File: config.mk
export PLATFORM = sky130hd
export DESIGN_NAME = axis_hdr_insert_gen
export DESIGN_NICKNAME = d
export VERILOG_FILES = /design/src/rtl/axis_hdr_pkg.sv /design/src/rtl/axis_byte_merge.sv /design/src/rtl/axis_hdr_insert_gen.sv
export SDC_FILE = /design/constraint.sdc
export NUM_CORES = 1
export LEC_CHECK = 0
export ABC_AREA = 1
export CAP_MARGIN = 30
export CORE_MARGIN = 4
export CORE_UTILIZATION = 50
export CTS_BUF_LIST = sky130_fd_sc_hd__clkbuf_16
export DETAILED_ROUTE_END_ITERATION = 12
export MAX_ROUTING_LAYER = met4
export PLACE_DENSITY = 0.79
export SYNTH_ARGS = -nofsm -noshare
export SYNTH_HDL_FRONTEND = slang
export SYNTH_SLANG_ARGS = --single-unit
File: constraint.sdc
create_clock -name clk -period 3.5 [get_ports clk]
set_input_delay 0.7 -clock clk [delete_from_list [all_inputs] [get_ports clk]]
set_output_delay 0.7 -clock clk [all_outputs]
set_load 0.01 [all_outputs]
File: src/rtl/axis_hdr_pkg.sv
// Package for the AXI-Stream header inserter.
// Provides the FSM state type and byte-mask helpers shared by the top level and
// the byte-merge datapath. The helpers work on a fixed MaxBytes-wide mask so one
// definition serves every data width; callers size-cast results to their bus.
package axis_hdr_pkg;

  // Widest bus (in bytes) the helpers support.
  localparam int unsigned MaxBytes = 64;

  typedef logic [MaxBytes-1:0] bmask_t;

  typedef enum logic [1:0] {
    StIdle,
    StStream,
    StFlush
  } state_e;

  // Number of set bits in a byte mask.
  function automatic int unsigned popcount(input bmask_t m);
    int unsigned n;
    n = 0;
    for (int unsigned i = 0; i < MaxBytes; i++) begin
      if (m[i]) n++;
    end
    return n;
  endfunction

  // Low n bits set.
  function automatic bmask_t lsb_mask(input int unsigned n);
    bmask_t m;
    m = '0;
    for (int unsigned i = 0; i < MaxBytes; i++) begin
      m[i] = (i < n);
    end
    return m;
  endfunction

  // Top n bits of a w-bit mask set (bits w-1 down to w-n).
  function automatic bmask_t msb_mask(input int unsigned n, input int unsigned w);
    bmask_t m;
    m = '0;
    for (int unsigned i = 0; i < MaxBytes; i++) begin
      m[i] = (i < w) && (i + n >= w);
    end
    return m;
  endfunction

  // One keep bit per byte expanded to eight data bits.
  function automatic logic [MaxBytes*8-1:0] byte_expand(input bmask_t m);
    logic [MaxBytes*8-1:0] r;
    r = '0;
    for (int unsigned i = 0; i < MaxBytes; i++) begin
      r[8*i +: 8] = {8{m[i]}};
    end
    return r;
  endfunction

endpackage

File: src/rtl/axis_byte_merge.sv
// Combinational residue + payload merge for the header inserter.
// The stream seen on the wire is {residue low H bytes, payload top K bytes}; the
// first DATA_BYTE_WD bytes of that stream form the output beat and the payload's
// low H bytes become the next residue.
// Ports:
//   residue_i  carried-over bytes, valid in the low H byte lanes
//   hlen_i     H, header length in bytes (constant for a packet)
//   data_i     payload beat, MSB byte first
//   keep_i     payload keep, MSB-aligned contiguous (K = popcount)
//   data_o     merged output beat, bytes with keep_o=0 are zero
//   keep_o     all-ones when H+K exceeds a beat, else top H+K ones
//   residue_o  next residue (payload low H bytes)
//   ovf_o      H+K > DATA_BYTE_WD, i.e. a last beat needs a flush beat
//   rem_o      H+K-DATA_BYTE_WD, byte count of that flush beat
module axis_byte_merge
  import axis_hdr_pkg::*;
#(
  parameter int unsigned DATA_WD      = 32,
  parameter int unsigned DATA_BYTE_WD = DATA_WD / 8,
  parameter int unsigned CNT_WD       = $clog2(DATA_BYTE_WD + 1)
) (
  input  logic [DATA_WD-1:0]      residue_i,
  input  logic [CNT_WD-1:0]       hlen_i,
  input  logic [DATA_WD-1:0]      data_i,
  input  logic [DATA_BYTE_WD-1:0] keep_i,
  output logic [DATA_WD-1:0]      data_o,
  output logic [DATA_BYTE_WD-1:0] keep_o,
  output logic [DATA_WD-1:0]      residue_o,
  output logic                    ovf_o,
  output logic [CNT_WD-1:0]       rem_o
);

  localparam logic [CNT_WD:0] BytesW = (CNT_WD + 1)'(DATA_BYTE_WD);

  logic [CNT_WD-1:0] kcnt;
  logic [CNT_WD:0]   total;
  logic [CNT_WD+3:0] rshamt;
  logic [DATA_WD-1:0] raw;

  always_comb begin
    kcnt   = CNT_WD'(popcount(MaxBytes'(keep_i)));
    total  = {1'b0, hlen_i} + {1'b0, kcnt};
    ovf_o  = (total > BytesW);
    rem_o  = CNT_WD'(total - BytesW);
    // Dropping the H unsent payload bytes off the bottom of {residue, data}
    // leaves the output beat in the low DATA_WD bits.
    rshamt = {1'b0, hlen_i, 3'b000};
    raw    = DATA_WD'({residue_i, data_i} >> rshamt);
    keep_o = ovf_o ? '1 : DATA_BYTE_WD'(msb_mask(32'(total), DATA_BYTE_WD));
    data_o = raw & DATA_WD'(byte_expand(MaxBytes'(keep_o)));
    residue_o = data_i & DATA_WD'(byte_expand(lsb_mask(32'(hlen_i))));
  end

endmodule

File: src/rtl/axis_hdr_insert_gen.sv
// AXI-Stream header inserter: prepends a 0..DATA_BYTE_WD byte header to each
// packet, registered output, 1 beat/cycle with full backpressure, and a flush
// beat when header plus last payload beat overflow one beat.
// Optional build macro HDR_INS_CHECK_EN adds a sticky keep-protocol checker on
// err_out; without it err_out is tied low. The datapath is identical either way.
// Ports:
//   clk, rst                         clock, asynchronous active-high reset
//   valid_in/data_in/keep_in/last_in payload input, ready_in back to source
//   valid_out/data_out/keep_out/last_out merged output, ready_out from sink
//   valid_insert/header_insert/keep_insert header input, ready_insert back
//   err_out                          sticky protocol error
module axis_hdr_insert_gen
  import axis_hdr_pkg::*;
#(
  parameter int unsigned DATA_WD      = 32,
  parameter int unsigned DATA_BYTE_WD = DATA_WD / 8,
  parameter int unsigned CNT_WD       = $clog2(DATA_BYTE_WD + 1)
) (
  input  logic                    clk,
  input  logic                    rst,
  input  logic                    valid_in,
  input  logic [DATA_WD-1:0]      data_in,
  input  logic [DATA_BYTE_WD-1:0] keep_in,
  input  logic                    last_in,
  output logic                    ready_in,
  output logic                    valid_out,
  output logic [DATA_WD-1:0]      data_out,
  output logic [DATA_BYTE_WD-1:0] keep_out,
  output logic                    last_out,
  input  logic                    ready_out,
  input  logic                    valid_insert,
  input  logic [DATA_WD-1:0]      header_insert,
  input  logic [DATA_BYTE_WD-1:0] keep_insert,
  output logic                    ready_insert,
  output logic                    err_out
);

  localparam logic [CNT_WD:0] BytesW = (CNT_WD + 1)'(DATA_BYTE_WD);

  state_e                  state_q, state_d;
  logic [DATA_WD-1:0]      residue_q, residue_d;
  logic [CNT_WD-1:0]       hlen_q, hlen_d;
  logic [CNT_WD-1:0]       flush_cnt_q, flush_cnt_d;
  logic                    valid_q, valid_d;
  logic [DATA_WD-1:0]      data_q, data_d;
  logic [DATA_BYTE_WD-1:0] keep_q, keep_d;
  logic                    last_q, last_d;

  logic                    load;
  logic                    hdr_hs;
  logic                    in_hs;
  logic [CNT_WD-1:0]       hdr_cnt;
  logic [DATA_WD-1:0]      hdr_bytes;
  logic [CNT_WD+3:0]       flush_shamt;
  logic [DATA_BYTE_WD-1:0] flush_keep;
  logic [DATA_WD-1:0]      flush_data;

  logic [DATA_WD-1:0]      mrg_data;
  logic [DATA_BYTE_WD-1:0] mrg_keep;
  logic [DATA_WD-1:0]      mrg_res;
  logic                    mrg_ovf;
  logic [CNT_WD-1:0]       mrg_rem;

  assign load         = ~valid_q | ready_out;
  assign ready_insert = (state_q == StIdle);
  assign ready_in     = (state_q == StStream) & load;
  assign hdr_hs       = valid_insert & ready_insert;
  assign in_hs        = valid_in & ready_in;

  assign valid_out = valid_q;
  assign data_out  = data_q;
  assign keep_out  = keep_q;
  assign last_out  = last_q;

  axis_byte_merge #(
    .DATA_WD      (DATA_WD),
    .DATA_BYTE_WD (DATA_BYTE_WD),
    .CNT_WD       (CNT_WD)
  ) u_merge (
    .residue_i (residue_q),
    .hlen_i    (hlen_q),
    .data_i    (data_in),
    .keep_i    (keep_in),
    .data_o    (mrg_data),
    .keep_o    (mrg_keep),
    .residue_o (mrg_res),
    .ovf_o     (mrg_ovf),
    .rem_o     (mrg_rem)
  );

  always_comb begin
    hdr_cnt   = CNT_WD'(popcount(MaxBytes'(keep_insert)));
    hdr_bytes = header_insert & DATA_WD'(byte_expand(lsb_mask(32'(hdr_cnt))));
    // Flush beat: the leftover residue bytes moved up to the MSB lanes.
    flush_shamt = {(BytesW - {1'b0, hlen_q}), 3'b000};
    flush_keep  = DATA_BYTE_WD'(msb_mask(32'(flush_cnt_q), DATA_BYTE_WD));
    flush_data  = (residue_q << flush_shamt) & DATA_WD'(byte_expand(MaxBytes'(flush_keep)));
  end

  always_comb begin
    state_d     = state_q;
    residue_d   = residue_q;
    hlen_d      = hlen_q;
    flush_cnt_d = flush_cnt_q;
    valid_d     = valid_q;
    data_d      = data_q;
    keep_d      = keep_q;
    last_d      = last_q;

    // A consumed (or empty) output slot goes idle unless refilled below.
    if (load) begin
      valid_d = 1'b0;
      last_d  = 1'b0;
    end

    unique case (state_q)
      StIdle: begin
        if (hdr_hs) begin
          hlen_d    = hdr_cnt;
          residue_d = hdr_bytes;
          state_d   = StStream;
        end
      end
      StStream: begin
        if (in_hs) begin
          valid_d   = 1'b1;
          data_d    = mrg_data;
          keep_d    = mrg_keep;
          last_d    = last_in & ~mrg_ovf;
          residue_d = mrg_res;
          if (last_in) begin
            if (mrg_ovf) begin
              flush_cnt_d = mrg_rem;
              state_d     = StFlush;
            end else begin
              state_d = StIdle;
            end
          end
        end
      end
      StFlush: begin
        if (load) begin
          valid_d = 1'b1;
          data_d  = flush_data;
          keep_d  = flush_keep;
          last_d  = 1'b1;
          state_d = StIdle;
        end
      end
      default: state_d = StIdle;
    endcase
  end

  always_ff @(posedge clk or posedge rst) begin
    if (rst) begin
      state_q     <= StIdle;
      residue_q   <= '0;
      hlen_q      <= '0;
      flush_cnt_q <= '0;
      valid_q     <= 1'b0;
      data_q      <= '0;
      keep_q      <= '0;
      last_q      <= 1'b0;
    end else begin
      state_q     <= state_d;
      residue_q   <= residue_d;
      hlen_q      <= hlen_d;
      flush_cnt_q <= flush_cnt_d;
      valid_q     <= valid_d;
      data_q      <= data_d;
      keep_q      <= keep_d;
      last_q      <= last_d;
    end
  end

`ifdef HDR_INS_CHECK_EN
  localparam logic [DATA_BYTE_WD-1:0] OneB = DATA_BYTE_WD'(1);

  logic                    err_q, err_d;
  logic [DATA_BYTE_WD-1:0] keep_in_inv;
  logic                    hdr_bad;
  logic                    in_bad;

  always_comb begin
    // A mask is LSB-contiguous iff adding one clears every set bit.
    hdr_bad     = |(keep_insert & (keep_insert + OneB));
    keep_in_inv = ~keep_in;
    in_bad      = (|(keep_in_inv & (keep_in_inv + OneB))) | (~last_in & ~(&keep_in));
    err_d       = err_q | (hdr_hs & hdr_bad) | (in_hs & in_bad);
  end

  always_ff @(posedge clk or posedge rst) begin
    if (rst) begin
      err_q <= 1'b0;
    end else begin
      err_q <= err_d;
    end
  end

  assign err_out = err_q;
`else
  assign err_out = 1'b0;
`endif

endmodule

# Word-level counts from Yosys, hierarchy flattened

Cells that the tools add are included.

Multipliers: 0
Div/mod/pow operators: 0
Eq/ne operators: 6
Mux-type cells: 32
Shift operators: 2
$add $sub $neg: 15
Bitwise logic cells: 11
Reduce and logical (&&, ||, !) cells: 8
$lt $le $gt $ge: 17

Operators by type and width:

| kind                | count |
|---|---|
| $and 32x32->32      | 4 |
| $mux 32             | 4 |
| $pmux 32 s2         | 2 |
| $ge 32x3->1 const B | 3 |
| $shr 64x6->32       | 1 |
| $shl 32x7->32       | 1 |
| $ge 4x3->1 const B  | 4 |
| $mux 3              | 5 |
| $lt 1x3->1 const A  | 4 |
| $lt 2x3->1 const A  | 4 |
| $mux 2              | 6 |
| $mux 4              | 3 |
| $add 2x4->5 const A | 2 |
| $add 3x1->3 const B | 3 |
| $add 2x3->4 const A | 2 |
| $mux 1              | 8 |
| $pmux 4 s2          | 1 |
| $reduce_and 4->1    | 2 |
| $ne 2x2->1 const B  | 3 |
| $pmux 2 s3          | 1 |
| $reduce_and 3->1    | 2 |
| $add 1x4->5 const A | 1 |
| $add 1x1->2 const B | 2 |
| $add 1x3->4 const A | 1 |
| 16 further kinds    | 22 |

Memories kept: 0
Latch bits: 0
Output and inout port bits: 41
Flip-flop bits (word level): 78
RAM bits: 0
Memory bits (read-only): 0

# Logic depth before layout (Yosys ltp)

Depth in word-level cells: 14
Mapped depth: 18
Gate-level depth less buffers: 18

# Hierarchy

Synthesis repeated with hierarchy kept, for this count alone.

Cells, all modules: 1204
Area, all modules: 7189.4 µm²

By module, submodules not included:

| module              | cells an instance | area each (µm²) | instances |
|---|---|---|---|
| axis_hdr_insert_gen | 718               | 4903.5          | 1 |
| axis_byte_merge     | 486               | 2285.9          | 1 |

# Worst setup path after synthesis

OpenSTA, ideal clock, no wires.

Kind: input-to-reg
Start point: input port keep_in[0]
End point: register data_q[16], in the netlist data_out[16]
Arrival time: 3.100 ns
Buffers on the path: 0
Library setup time: 0.117 ns
Slack: 0.284 ns
Cell stages on the path: 16
Data required time: 3.383 ns
Cells stage by stage: inv_1 ha_1 xor2_1 ha_1 nand2_1 nand2_1 fa_1 nand2_1 nand2_1 ha_1 nor2_1 nand3_1 nand2_1 o21ai_0 nand2_1 nand2_1

Cells in the longest elaborated chain, start to end: 14

Ends and longest elaborated chain:

| item                 | RTL line                   | text |
|---|---|---|
| from (decl)          | axis_hdr_insert_gen.sv:23  | `input logic [DATA_BYTE_WD-1:0] keep_in,` |
| $mux 1 *             | axis_hdr_pkg.sv:23         | `if (m[i]) n++;` |
| $add 1x1->2          | axis_hdr_pkg.sv:23         |  |
| $mux 2 *             | axis_hdr_pkg.sv:23         |  |
| $add 2x1->3          | axis_hdr_pkg.sv:23         |  |
| $mux 3 *             | axis_hdr_pkg.sv:23         |  |
| $add 3x1->3          | axis_hdr_pkg.sv:23         |  |
| $mux 3 *             | axis_hdr_pkg.sv:23         |  |
| $add 3x3->4 *        | axis_byte_merge.sv:42      | `total = {1'b0, hlen_i} + {1'b0, kcnt};` |
| $add 2x4->5          | axis_hdr_pkg.sv:43         | `m[i] = (i < w) && (i + n >= w);` |
| $ge 32x3->1          | axis_hdr_pkg.sv:43         |  |
| $mux 4 *             | axis_byte_merge.sv:49      | `keep_o = ovf_o ? '1 : DATA_BYTE_WD'(msb_mask(32'(total), DATA_BYTE_WD));` |
| $and 32x32->32 *     | axis_byte_merge.sv:50      | `data_o = raw & DATA_WD'(byte_expand(MaxBytes'(keep_o)));` |
| $mux 32 *            | axis_hdr_insert_gen.sv:125 | `if (in_hs) begin` |
| $pmux 32 s2 *        | axis_hdr_insert_gen.sv:116 | `unique case (state_q)` |
| to (signal assigned) | axis_hdr_insert_gen.sv:170 | `data_q <= data_d;` |
| to (decl)            | axis_hdr_insert_gen.sv:45  | `logic [DATA_WD-1:0] data_q, data_d;` |

Mark *: on every way between the ends. The rest lies on a longest branch, timed or not. The select of a mux whose other input is x is not followed.
A chain may end at the register's enable or synchronous reset.

# Final worst setup path

Start point: input port keep_in[2]
End point: register keep_q[1], in the netlist keep_out[1]

Cells in the longest elaborated chain, start to end: 9

Ends and longest elaborated chain:

| item                 | RTL line                   | text |
|---|---|---|
| $mux 3 *             | axis_hdr_pkg.sv:23         |  |
| $add 3x1->3          | axis_hdr_pkg.sv:23         |  |
| $mux 3 *             | axis_hdr_pkg.sv:23         |  |
| $add 3x3->4 *        | axis_byte_merge.sv:42      |  |
| $add 1x4->5          | axis_hdr_pkg.sv:43         |  |
| $ge 32x3->1          | axis_hdr_pkg.sv:43         |  |
| $mux 4 *             | axis_byte_merge.sv:49      |  |
| $mux 4 *             | axis_hdr_insert_gen.sv:125 |  |
| $pmux 4 s2 *         | axis_hdr_insert_gen.sv:116 |  |
| to (signal assigned) | axis_hdr_insert_gen.sv:171 | `keep_q <= keep_d;` |
| to (decl)            | axis_hdr_insert_gen.sv:46  | `logic [DATA_BYTE_WD-1:0] keep_q, keep_d;` |

Marks and branches as above.

==> impl_metrics.env <==
export IMPL_dp_cells=1371
export IMPL_synth_warnings=0
export IMPL_tightest_slew_ns=0.856
export IMPL_cts_sinks=78
export IMPL_hold_viol=0
export IMPL_power_leakage_nw=4.19
export IMPL_cp_data_required_time_ns=3.73
export IMPL_final_cell_mix="nand2_1 (303), nor2_1 (226), clkdlybuf4s50_1 (115), inv_1 (100), o21ai_0 (100)"
export IMPL_cts_tree="done"
export IMPL_grt_pass1_vias=6821
export IMPL_io_buffers=117
export IMPL_dr_pass1_iters=6
export IMPL_cap_violations=0
export IMPL_postSynthAreaPerCell_sq_um=6.05
export IMPL_slew_headroom_pct=43.0
export IMPL_crit_fanout=10
export IMPL_end_kind="flop"
export IMPL_ant_nets=0
export IMPL_synth_mux_area_fraction_pct=0
export IMPL_netlist_instances=1110
export IMPL_synth_seq_cells=78
export IMPL_insertedDiodeCount=0
export IMPL_final_common_cell="nand2_1"
export IMPL_drt_total_wl_um=23200
export IMPL_gp_congestion=0.968
export IMPL_synth_top_area_share_pct=29.1
export IMPL_fmax_mhz=304
export IMPL_cts_hold_buffers_added=0
export IMPL_ir_worst_vdd_uv=769
export IMPL_cts_made_buffers=9
export IMPL_antenna_found_initial=0
export IMPL_dp_hpwl_um=17500
export IMPL_min_delay_path_class="flop to flop"
export IMPL_drc_errors=0
export IMPL_htreeDepth=3
export IMPL_synth_fp_nets=1207
export IMPL_synth_compound_area_share_pct=16.9
export IMPL_start_util_pct=50.9
export IMPL_finalSetupViolCount=0
export IMPL_ys_top_cells_by_area="dfrtp_1 (29%), nand2_1 (17%), nor2_1 (13%), o21ai_0 (7.5%), nand3_1 (6.3%)"
export IMPL_synth_simple_area_share_pct=38.2
export IMPL_clkLatencyLatePin_ns=0.35
export IMPL_finalNonFillerCells=1390
export IMPL_grt_pass1_wl_um=36100
export IMPL_powerDensity_mw_per_mm2=1120
export IMPL_drive_gt1_share_pct=6.01
export IMPL_synth_area_sq_mm=0.00671
export IMPL_wire_per_inst_um=16.7
export IMPL_die_area_sq_mm=0.0153
export IMPL_status="finished, final reports clean"
export IMPL_synth_adder_area_share_pct=3.65
export IMPL_num_rows=42
export IMPL_fin_crit_ns=3.29
export IMPL_grt_max_degree=93
export IMPL_drv_slew=0
export IMPL_io_pins=119
export IMPL_crit_arrival_ns=3.51
export IMPL_yosysSeqAreaShare_pct=29.1
export IMPL_grt_usage_pct=31.4
export IMPL_synth_top_area_cell="dfrtp_1"
export IMPL_power_w=0.00943
export IMPL_synth_top_family_by_area="simple AND/OR/NAND/NOR gates"
export IMPL_core_sq_mm=0.0132
export IMPL_clock_root_buffer="clkbuf_16"
export IMPL_drt_iter0_markers=1180
export IMPL_synth_xor_area_share_pct=1.04
export IMPL_vias=7604
export IMPL_dieWidth_um=124
export IMPL_path_clk_slew_ns=0.06
export IMPL_nNetsFinal=1306
export IMPL_cts_path_max_buffers=2
export IMPL_final_core_util_pct=63.8
export IMPL_finClkSkew_ns=0.00491
export IMPL_startpoint_type="input pin"
export IMPL_crit_type="input pin to flop"
export IMPL_dieHeight_um=124
export IMPL_vias_per_cell=5.47
export IMPL_grt_overflow=0
export IMPL_synth_cell_type_count=36
export IMPL_synthToLayoutAreaGrowth_pct=25.4
export IMPL_finalCritPeriodShare_pct=93.9
## worst max-delay path, stage by stage
cell	delay [ns]
clkdlybuf4s50_1	0.61
nor2_1	0.08
a21oi_1	0.13
ha_1	0.16
nand2_1	0.06
xor2_1	0.16
ha_1	0.32
inv_1	0.10
buf_4	0.11
nor2_1	0.03
nor2_1	0.23
nand2_1	0.12
nand2_2	0.21
nand2_2	0.22
a21oi_1	0.17
o21ai_0	0.09
## final timing paths
check                                                 from                    endpoint  slack (ns)  cells past startpoint
worst max-delay path                            keep_in[2]     keep_out[1]$_DFFE_PP0P_        0.21                     16
worst max register to register       hlen_q[1]$_DFFE_PP0P_     keep_out[1]$_DFFE_PP0P_        1.15                     10
worst min-delay path            flush_cnt_q[1]$_DFFE_PP0P_  flush_cnt_q[1]$_DFFE_PP0P_        0.49                      2
min in group asynchronous                              rst     keep_out[0]$_DFFE_PP0P_        0.71                      2
max in group asynchronous                              rst   residue_q[14]$_DFFE_PP0P_        2.12                      3
worst min register to register  flush_cnt_q[1]$_DFFE_PP0P_  flush_cnt_q[1]$_DFFE_PP0P_        0.49                      2
## routing by layer
metal	global-route usage (%)	vias to the layer above	wire length, um
met1	45.1	3411	10100
met3	5.00	46	2420
met2	45.4	439	10000
met4	10.2	0	616
met5	-	-	0
li1	-	3708	-
## logic make-up after synthesis
family                   count (synthesis)
XOR/XNOR                                 8
flip-flops                              78
buffers and inverters                  163
other                                    1
AND/OR/NAND/NOR                        639
AO/OA/AOI/OAI                          202
adder cells (fa/ha/maj)                 19
## where the power goes
part,internal (W),leakage [nW],switching [W]
clock network,0.000767,0.179,0.000400
logic,0.00233,3.08,0.00417
registers,0.00139,0.930,0.000372
total,0.00449,4.19,0.00494
## per-stage QoR
| stage | setup slack [ns] | hold slack, ns | cell area [sq um] | setup TNS [ns] |
|---|---|---|---|---|
| after CTS | 0.0188 | 0.490 | 8370 | 0 |
| after global placement | -0.426 | 0.476 | 7950 | -13.45 |
| after global routing | -0.0249 | 0.532 | 8420 | -0.0249 |
| after floorplan | 0.284 | 0.453 | 6710 | 0 |
| after detailed placement | -0.618 | 0.475 | 7970 | -19.83 |
| final | 0.214 | 0.488 | 8420 | 0 |
## layout make-up
cell class	count	area (sq um)
fill	1238	4770
multi-input combinational	870	4080
sequential	78	1950
timing repair buffer	144	1400
inverter	106	398
clock buffer	9	225
tap	176	220
clock inverter	7	136
## repair_timing
item	CTS	global route
resized for setup	7	13
endpoints found under the setup margin	37	40
buffers inserted	1	1
cloned	0	1
pin swaps	1	5
## cells in the mapped netlist
cell        n
nand2_1   309
nor2_1    227
inv_1     102
o21ai_0   101
nand3_1    85
dfrtp_1    78
a21oi_1    51
buf_2      26
a21boi_1   24
ha_1       18
buf_4      10
o211ai_1   10
clkbuf_1    9
buf_6       8
and2_1      7
o21ai_1     6
xor2_1      6
o21a_1      5
nand2_2     4
buf_1       3
inv_2       3
a21oi_2     2
nor2_2      2
xnor2_1     2
a22oi_1     1
a31oi_1     1
clkbuf_2    1
clkinv_1    1
conb_1      1
fa_1        1
nand3_2     1
nand3b_1    1
nand4_1     1
nor2_4      1
o211ai_4    1
or2_4       1
## sequential cells by signal, summed over array words and instances, names as in the netlist
signal / cells
state_q: 2
residue_q: 32
data_out: 32
last_out: 1
hlen_q: 3
keep_out: 4
flush_cnt_q: 3
valid_out: 1
(Power assumes the default switching activity.)
